==> src/rtl/fifo_queue_pkg.sv <==
// ---------------------------------------------------------------------------
// fifo_queue_pkg
//  Shared defaults and sizing helpers for the fifo_queue block.
//  No ports; imported by the interface, the RAM and the top.
// ---------------------------------------------------------------------------
package fifo_queue_pkg;

   localparam int FIFO_DEPTH_DEF = 16;
   localparam int FIFO_WIDTH_DEF = 8;
   localparam int FIFO_AF_DEF    = 12;
   localparam int FIFO_AE_DEF    = 4;

   // Occupancy counter width: must represent 0..DEPTH inclusive.
   function automatic int fifo_cnt_w(input int depth);
      return $clog2(depth) + 1;
   endfunction

endpackage

==> src/rtl/fifo_queue_if.sv <==
// ---------------------------------------------------------------------------
// fifo_queue_if
//  Client-side bundle of the FIFO: write/read requests, read data and status.
//  master : the client (drives wr_en, w_data, rd_en)
//  slave  : the FIFO   (drives r_data, r_valid, flags, count, sticky errors)
// ---------------------------------------------------------------------------
interface fifo_queue_if
   import fifo_queue_pkg::*;
#(
   parameter int DEPTH = FIFO_DEPTH_DEF,
   parameter int WIDTH = FIFO_WIDTH_DEF
);
   localparam int CNT_W = fifo_cnt_w(DEPTH);

   logic             wr_en;
   logic [WIDTH-1:0] w_data;
   logic             rd_en;
   logic [WIDTH-1:0] r_data;
   logic             r_valid;
   logic             empty;
   logic             full;
   logic             almost_empty;
   logic             almost_full;
   logic [CNT_W-1:0] count;
   logic             overflow;
   logic             underflow;

   modport master (
      output wr_en, w_data, rd_en,
      input  r_data, r_valid, empty, full, almost_empty, almost_full,
             count, overflow, underflow
   );

   modport slave (
      input  wr_en, w_data, rd_en,
      output r_data, r_valid, empty, full, almost_empty, almost_full,
             count, overflow, underflow
   );

endinterface

==> src/rtl/fifo_queue_ram.sv <==
// ---------------------------------------------------------------------------
// fifo_dp_ram
//  Dual-port RAM: one write port, one registered read port with read enable.
//  The read register holds its value when re is low. Only the read register is
//  reset; the array itself keeps whatever it held.
//  Ports: clk, reset (async, active-high, read register only),
//         we/waddr/wdata (write), re/raddr/rdata (registered read)
// ---------------------------------------------------------------------------
module fifo_dp_ram
   import fifo_queue_pkg::*;
#(
   parameter int DEPTH = FIFO_DEPTH_DEF,
   parameter int WIDTH = FIFO_WIDTH_DEF
)(
   input  logic                     clk,
   input  logic                     reset,
   input  logic                     we,
   input  logic [$clog2(DEPTH)-1:0] waddr,
   input  logic [WIDTH-1:0]         wdata,
   input  logic                     re,
   input  logic [$clog2(DEPTH)-1:0] raddr,
   output logic [WIDTH-1:0]         rdata
);

   logic [WIDTH-1:0] mem_r [DEPTH];

   // Storage array write port (deliberately not reset).
   always_ff @(posedge clk) begin
      if (we) begin
         mem_r[waddr] <= wdata;
      end
   end

   // Registered read port; a same-cycle write to raddr is seen next time.
   always_ff @(posedge clk or posedge reset) begin
      if (reset) begin
         rdata <= {WIDTH{1'b0}};
      end else if (re) begin
         rdata <= mem_r[raddr];
      end else begin
         rdata <= rdata;
      end
   end

endmodule

==> src/rtl/fifo_queue.sv <==
// ---------------------------------------------------------------------------
// fifo_queue
//  Synchronous FIFO around a registered-read dual-port RAM. Owns the pointers,
//  occupancy count, status flags and sticky error bits.
//  Ports: clk, reset (async, active-high),
//         bus (fifo_queue_if.slave): wr_en, w_data, rd_en in;
//         r_data, r_valid, empty, full, almost_empty, almost_full, count,
//         overflow, underflow out.
// ---------------------------------------------------------------------------
module fifo_queue
   import fifo_queue_pkg::*;
#(
   parameter int DEPTH    = FIFO_DEPTH_DEF,
   parameter int WIDTH    = FIFO_WIDTH_DEF,
   parameter int AF_LEVEL = FIFO_AF_DEF,
   parameter int AE_LEVEL = FIFO_AE_DEF
)(
   input  logic        clk,
   input  logic        reset,
   fifo_queue_if.slave bus
);

   localparam int ADDR_W = $clog2(DEPTH);
   localparam int CNT_W  = fifo_cnt_w(DEPTH);

   logic [ADDR_W-1:0] w_ptr_r;
   logic [ADDR_W-1:0] r_ptr_r;
   logic [CNT_W-1:0]  count_r;
   logic              r_valid_r;
   logic              overflow_r;
   logic              underflow_r;

   logic              empty_s;
   logic              full_s;
   logic              rd_ok_s;
   logic              wr_ok_s;
   logic              wr_rej_s;
   logic              rd_rej_s;
   logic [CNT_W-1:0]  count_nxt_s;
   logic [WIDTH-1:0]  r_data_s;

   // Status derived from the registered count; request acceptance.
   always_comb begin
      empty_s  = (count_r == CNT_W'(0));
      full_s   = (count_r == CNT_W'(DEPTH));
      rd_ok_s  = bus.rd_en & ~empty_s;
      // A write into a full FIFO is fine when a read frees a slot this cycle.
      wr_ok_s  = bus.wr_en & (~full_s | rd_ok_s);
      wr_rej_s = bus.wr_en & ~wr_ok_s;
      rd_rej_s = bus.rd_en & ~rd_ok_s;
   end

   // Next occupancy: simultaneous accepted read and write cancel out.
   always_comb begin
      count_nxt_s = count_r;
      case ({wr_ok_s, rd_ok_s})
         2'b10:   count_nxt_s = count_r + CNT_W'(1);
         2'b01:   count_nxt_s = count_r - CNT_W'(1);
         default: count_nxt_s = count_r;
      endcase
   end

   // Pointers, count, read-valid strobe and sticky error flags.
   always_ff @(posedge clk or posedge reset) begin
      if (reset) begin
         w_ptr_r     <= {ADDR_W{1'b0}};
         r_ptr_r     <= {ADDR_W{1'b0}};
         count_r     <= {CNT_W{1'b0}};
         r_valid_r   <= 1'b0;
         overflow_r  <= 1'b0;
         underflow_r <= 1'b0;
      end else begin
         // Pointers wrap DEPTH-1 -> 0 by natural ADDR_W-bit overflow.
         w_ptr_r     <= wr_ok_s ? (w_ptr_r + ADDR_W'(1)) : w_ptr_r;
         r_ptr_r     <= rd_ok_s ? (r_ptr_r + ADDR_W'(1)) : r_ptr_r;
         count_r     <= count_nxt_s;
         r_valid_r   <= rd_ok_s;
         overflow_r  <= overflow_r  | wr_rej_s;
         underflow_r <= underflow_r | rd_rej_s;
      end
   end

   fifo_dp_ram #(
      .DEPTH (DEPTH),
      .WIDTH (WIDTH)
   ) u_ram (
      .clk   (clk),
      .reset (reset),
      .we    (wr_ok_s),
      .waddr (w_ptr_r),
      .wdata (bus.w_data),
      .re    (rd_ok_s),
      .raddr (r_ptr_r),
      .rdata (r_data_s)
   );

   assign bus.r_data       = r_data_s;
   assign bus.r_valid      = r_valid_r;
   assign bus.count        = count_r;
   assign bus.empty        = empty_s;
   assign bus.full         = full_s;
   assign bus.almost_empty = (count_r <= CNT_W'(AE_LEVEL));
   assign bus.almost_full  = (count_r >= CNT_W'(AF_LEVEL));
   assign bus.overflow     = overflow_r;
   assign bus.underflow    = underflow_r;

endmodule
==> src/flat_wrapper.sv <==
// flat-port wrapper written by rule: the top's interface ports become plain ports
module fifo_queue_flat import fifo_queue_pkg::*;
#(
   parameter int DEPTH    = FIFO_DEPTH_DEF,
   parameter int WIDTH    = FIFO_WIDTH_DEF,
   parameter int AF_LEVEL = FIFO_AF_DEF,
   parameter int AE_LEVEL = FIFO_AE_DEF
)
  (clk, reset, bus_wr_en, bus_w_data, bus_rd_en, bus_r_data, bus_r_valid, bus_empty, bus_full, bus_almost_empty, bus_almost_full, bus_count, bus_overflow, bus_underflow);
  fifo_queue_if #(.DEPTH(DEPTH), .WIDTH(WIDTH)) bus_i ();
  input  logic clk;
  input  logic reset;
  input wire logic [$bits(bus_i.wr_en)-1:0] bus_wr_en;
  input wire logic [$bits(bus_i.w_data)-1:0] bus_w_data;
  input wire logic [$bits(bus_i.rd_en)-1:0] bus_rd_en;
  output wire logic [$bits(bus_i.r_data)-1:0] bus_r_data;
  output wire logic [$bits(bus_i.r_valid)-1:0] bus_r_valid;
  output wire logic [$bits(bus_i.empty)-1:0] bus_empty;
  output wire logic [$bits(bus_i.full)-1:0] bus_full;
  output wire logic [$bits(bus_i.almost_empty)-1:0] bus_almost_empty;
  output wire logic [$bits(bus_i.almost_full)-1:0] bus_almost_full;
  output wire logic [$bits(bus_i.count)-1:0] bus_count;
  output wire logic [$bits(bus_i.overflow)-1:0] bus_overflow;
  output wire logic [$bits(bus_i.underflow)-1:0] bus_underflow;
  assign bus_i.wr_en = bus_wr_en;
  assign bus_i.w_data = bus_w_data;
  assign bus_i.rd_en = bus_rd_en;
  assign bus_r_data = bus_i.r_data;
  assign bus_r_valid = bus_i.r_valid;
  assign bus_empty = bus_i.empty;
  assign bus_full = bus_i.full;
  assign bus_almost_empty = bus_i.almost_empty;
  assign bus_almost_full = bus_i.almost_full;
  assign bus_count = bus_i.count;
  assign bus_overflow = bus_i.overflow;
  assign bus_underflow = bus_i.underflow;
  fifo_queue #(.DEPTH(DEPTH), .WIDTH(WIDTH), .AF_LEVEL(AF_LEVEL), .AE_LEVEL(AE_LEVEL)) u_core (.clk(clk), .reset(reset), .bus(bus_i));
endmodule
==> config.mk <==
export PLATFORM = sky130hd
export DESIGN_NAME = fifo_queue_flat
export DESIGN_NICKNAME = d
export VERILOG_FILES = /design/src/rtl/fifo_queue_pkg.sv /design/src/rtl/fifo_queue_if.sv /design/src/rtl/fifo_queue_ram.sv /design/src/rtl/fifo_queue.sv /design/src/flat_wrapper.sv
export SDC_FILE = /design/constraint.sdc
export NUM_CORES = 1
export LEC_CHECK = 0
export BUFFER_PORTS_ARGS = -buffer_cell sky130_fd_sc_hd__buf_4
export CORE_ASPECT_RATIO = 2
export CORE_MARGIN = 2
export CORE_UTILIZATION = 50
export DETAILED_ROUTE_END_ITERATION = 12
export PLACE_DENSITY_LB_ADDON = 0.15
export SYNTH_ARGS = -nofsm -noshare
export SYNTH_HDL_FRONTEND = slang
export SYNTH_SLANG_ARGS = --single-unit
export TNS_END_PERCENT = 5
==> constraint.sdc <==
create_clock -name clk -period 2.2 [get_ports clk]
set_input_delay 0.11 -clock clk [delete_from_list [all_inputs] [get_ports clk]]
set_output_delay 0.11 -clock clk [all_outputs]
set_load 0.05 [all_outputs]
==> results.toml <==
[pwr]
power_leakage_uw = 0.00267
p_sw_frac = 0.338
power_frac_comb = 0.349
ir_worst_vdd_mv = 1.13
fin_total_pwr_uw = 10300
p_int_uw = 6830
pwr_density_cell_nw_per_um2 = 1390
switching_power_uw = 3480
p_clk_frac = 0.279
seqPwrFrac = 0.372

[critical_path]
rr_endpoint = "u_core.bus.count[4]$_DFFE_PP0P_"
path_cells = "buf_4 > or4_4 > nor2_1 > buf_4"
crit_family = "simple AND/OR/NAND/NOR gates"
crit_slowest_cell = "or4_4"
worstRegToRegCells = 7
max_stage_delay_ns = 0.56
cpMostUsedCell = "buf_4"
critPathArrivalTime_ns = 1.97
worstSetupPathType = "reg2out"
rr_startpoint = "u_core.bus.count[0]$_DFFE_PP0P_"
start_kind = "flip-flop"
cp_num_buf_inv = 2
cp-end-kind = "output port"
r2r_slack_ns = 0.12
worstPathRequired_ns = 2.09
cp_max_fo = 6

[place]
io_buffers = 31
placed_cells = 515
gp_congestion = 0.736
place_hpwl_mm = 8.55

[drt]
routedLengthMet1_mm = 4.19
ant_nets = 0
routed_wl_mm = 12.1
drt_first_pass_iters = 5
via_per_inst = 5.60
drtIter0Drc = 232
wl_met2_mm = 7.35
wl_per_cell_um = 21.9
wl_met3_um = 313
num_vias = 3097
maxUsedRoutingLayer = "met4"
drc = 0

[min_path]
hp-class = "in2reg"
hold_start = "bus_w_data[0]"
holdPathEnd = "u_core.u_ram.mem_r[15][0]$_DFFE_PP_"
hold_path_depth = 1

[timing]
finalSetupViolations = 0
max_freq_mhz = 481
timing.final.crit_share = 0.946
maxSlewHeadroom = 0.688
hold_violations = 0
worst_pin_slew_ns = 0.466
rsz0062_at_grt = "no"
clock_skew_ns = 0.00711
layout_min_cycle_time_ns = 2.08
finalMaxSlewViolations = 0

[synth]
synth_compound_area_frac = 0.0306
synth_area_sq_um = 6140
synth_edf_count = 128
synth_cells = 323
yosys_warnings = 0
synth_seq_cells = 152
synthSimpleGateAreaFrac = 0.0410
synth_seq_area_share = 0.724
yosysUniqueCellTypes = 37
syn-num-nets = 344
synth_top_family_by_area = "multiplexers"
syn_area_per_cell_sq_um = 19.0
synthAdderAreaFrac = 0.0196
synth-xor-area-share = 0.0128
synth-async-reset-ratio = 0.158
synthFlopType = "edfxtp_1"
muxShareOfSynthArea = 0.154

[floorplan]
die_y_um = 161
die_x_um = 82.3
initial_core_util = 0.509
die_area_sq_um = 13200
io_pins = 32
core_area_sq_um = 12100
rows = 57

[clock_tree]
cts_tree = "yes"
cts_buffers = 17
cts_setup_buffers = 0
clk_pin_slew_ns = 0.06
htreeDepth = 4
clockRootBuffer = "clkbuf_16"
clockBufferDepth = 2
cts_num_sinks = 152
clock_latency_ns = 0.41

[grt]
grt_max_degree = 34
grt_antenna_before_repair = 0
grt_overflow = 0
grt_pass1_wl_mm = 18.5
grt_use_total = 0.201
grt_pass1_vias = 3271

[final_layout]
syn_to_final_growth_pct = 20.6
stdcell_count = 553
final_nets = 414
multi_input_area_sq_um = 1600
antennaDiodeCount = 0
drive_gt1_frac = 0.350
ff_latch_area_sq_um = 4450
fill_cells = 875
utilization = 0.614

[run_status]
status = "finished, final reports clean"

[flow_run]
drv_cap = 0
## power groups by stage
stage	sequential, uW	combinational (uW)	clock, uW
2_1_floorplan	4330	2060	0
3_3_place_gp	3880	3610	0
3_5_place_dp	3900	3650	0
4_1_cts	3840	3670	2930
5_1_grt	3880	3880	3050
6_report	3840	3600	2870
## synth_stat cells, types with 2 or more instances
cell type  number  area, sq um
edfxtp_1      128         3840
mux4_2         32          721
dfrtp_1        24          601
nand2_1        22         82.6
mux2i_1        18          180
nor2_1         15         56.3
inv_1           9         33.8
buf_2           8         40.0
ha_1            8          100
o221ai_1        8         70.1
xnor2_1         8         70.1
nor3_1          6         30.0
clkbuf_1        5         18.8
nand2b_1        4         25.0
mux2_4          3         45.0
a21oi_1         2         10.0
nand4_1         2         12.5
o21ai_0         2         10.0
## state kept, by name (all words and copies together) (netlist names)
signal	cells
u_core.u_ram.mem_r	128
u_core.u_ram.rdata	8
u_core.bus.count	5
u_core.r_ptr_r	4
u_core.w_ptr_r	4
u_core.bus.overflow	1
u_core.bus.r_valid	1
u_core.bus.underflow	1
## area by class of cell
cell class / instances / area share
flip-flops and latches: 152 / 0.601
multi-input cells: 146 / 0.216
repair buffers: 66 / 0.0724
clock buffers: 17 / 0.0575
well taps: 147 / 0.0249
clock inverters: 15 / 0.0228
inverters: 10 / 0.00507
## worst max-delay path by stage
stage / cells after the start / startpoint / end
5_1_grt: 7 / u_core.bus.count[0]$_DFFE_PP0P_ / u_core.bus.count[3]$_DFFE_PP0P_
6_report: 4 / u_core.bus.count[0]$_DFFE_PP0P_ / bus_empty
3_3_place_gp: 7 / u_core.bus.count[0]$_DFFE_PP0P_ / u_core.bus.count[4]$_DFFE_PP0P_
4_1_cts: 7 / u_core.bus.count[0]$_DFFE_PP0P_ / u_core.bus.count[4]$_DFFE_PP0P_
3_5_place_dp: 7 / u_core.bus.count[0]$_DFFE_PP0P_ / u_core.bus.count[4]$_DFFE_PP0P_
2_1_floorplan: 4 / u_core.bus.count[2]$_DFFE_PP0P_ / u_core.u_ram.mem_r[0][0]$_DFFE_PP_
## kinds of logic (layout without fill, tap and decap cells)
logic type	after synthesis	after routing
simple gates	53	53
xor+xnor	9	9
buf+inv	25	108
mux	53	53
flops	152	152
compound gates	22	22
fa+ha+maj	9	9
## layer usage
layer / track usage / vias up
li1: - / 1414
met1: 0.210 / 1595
met2: 0.376 / 71
met3: 0.0376 / 17
met4: 0.0758 / 0
met5: 0 / -
## layout by cell type (no fill, tap or decap), types with 2 or more instances in the layout
cell type / netlist / routed
dfrtp_1: 24 / 21
inv_1: 9 / 9
nand2_1: 22 / 22
bufinv_16: 0 / 2
mux2_4: 3 / 3
nand2b_1: 4 / 4
o221ai_1: 8 / 8
clkbuf_16: 0 / 17
nor3_1: 6 / 4
nor2_1: 15 / 15
dlygate4sd3_1: 0 / 6
clkinvlp_4: 0 / 3
edfxtp_1: 128 / 128
dfrtp_2: 0 / 3
xnor2_1: 8 / 8
mux4_2: 32 / 32
nor3_2: 0 / 2
nand4_1: 2 / 2
buf_4: 1 / 58
inv_6: 0 / 3
mux2i_1: 18 / 18
ha_1: 8 / 8
a21oi_2: 1 / 2
buf_12: 0 / 2
clkinv_4: 0 / 5
## repair_timing
item | CTS | global route
gates resized for setup | 0 | 2
setup endpoints to repair | 0 | 1
hold buffers | 6 | 0
hold endpoints to repair | 74 | 0
## metrics by stage
step	area, sq um	setup TNS (ns)	hold WS (ns)	setup slack (ns)
after floorplan	6150	-2.90	0.124	-0.165
after global placement	6740	0	0.194	0.0908
after detailed placement	6740	0	0.195	0.0527
after CTS	7390	0	0.00235	0.0245
after global routing	7400	0	0.0145	0.0277
final	7400	0	0.0107	0.120
(Power assumes the default switching activity.)
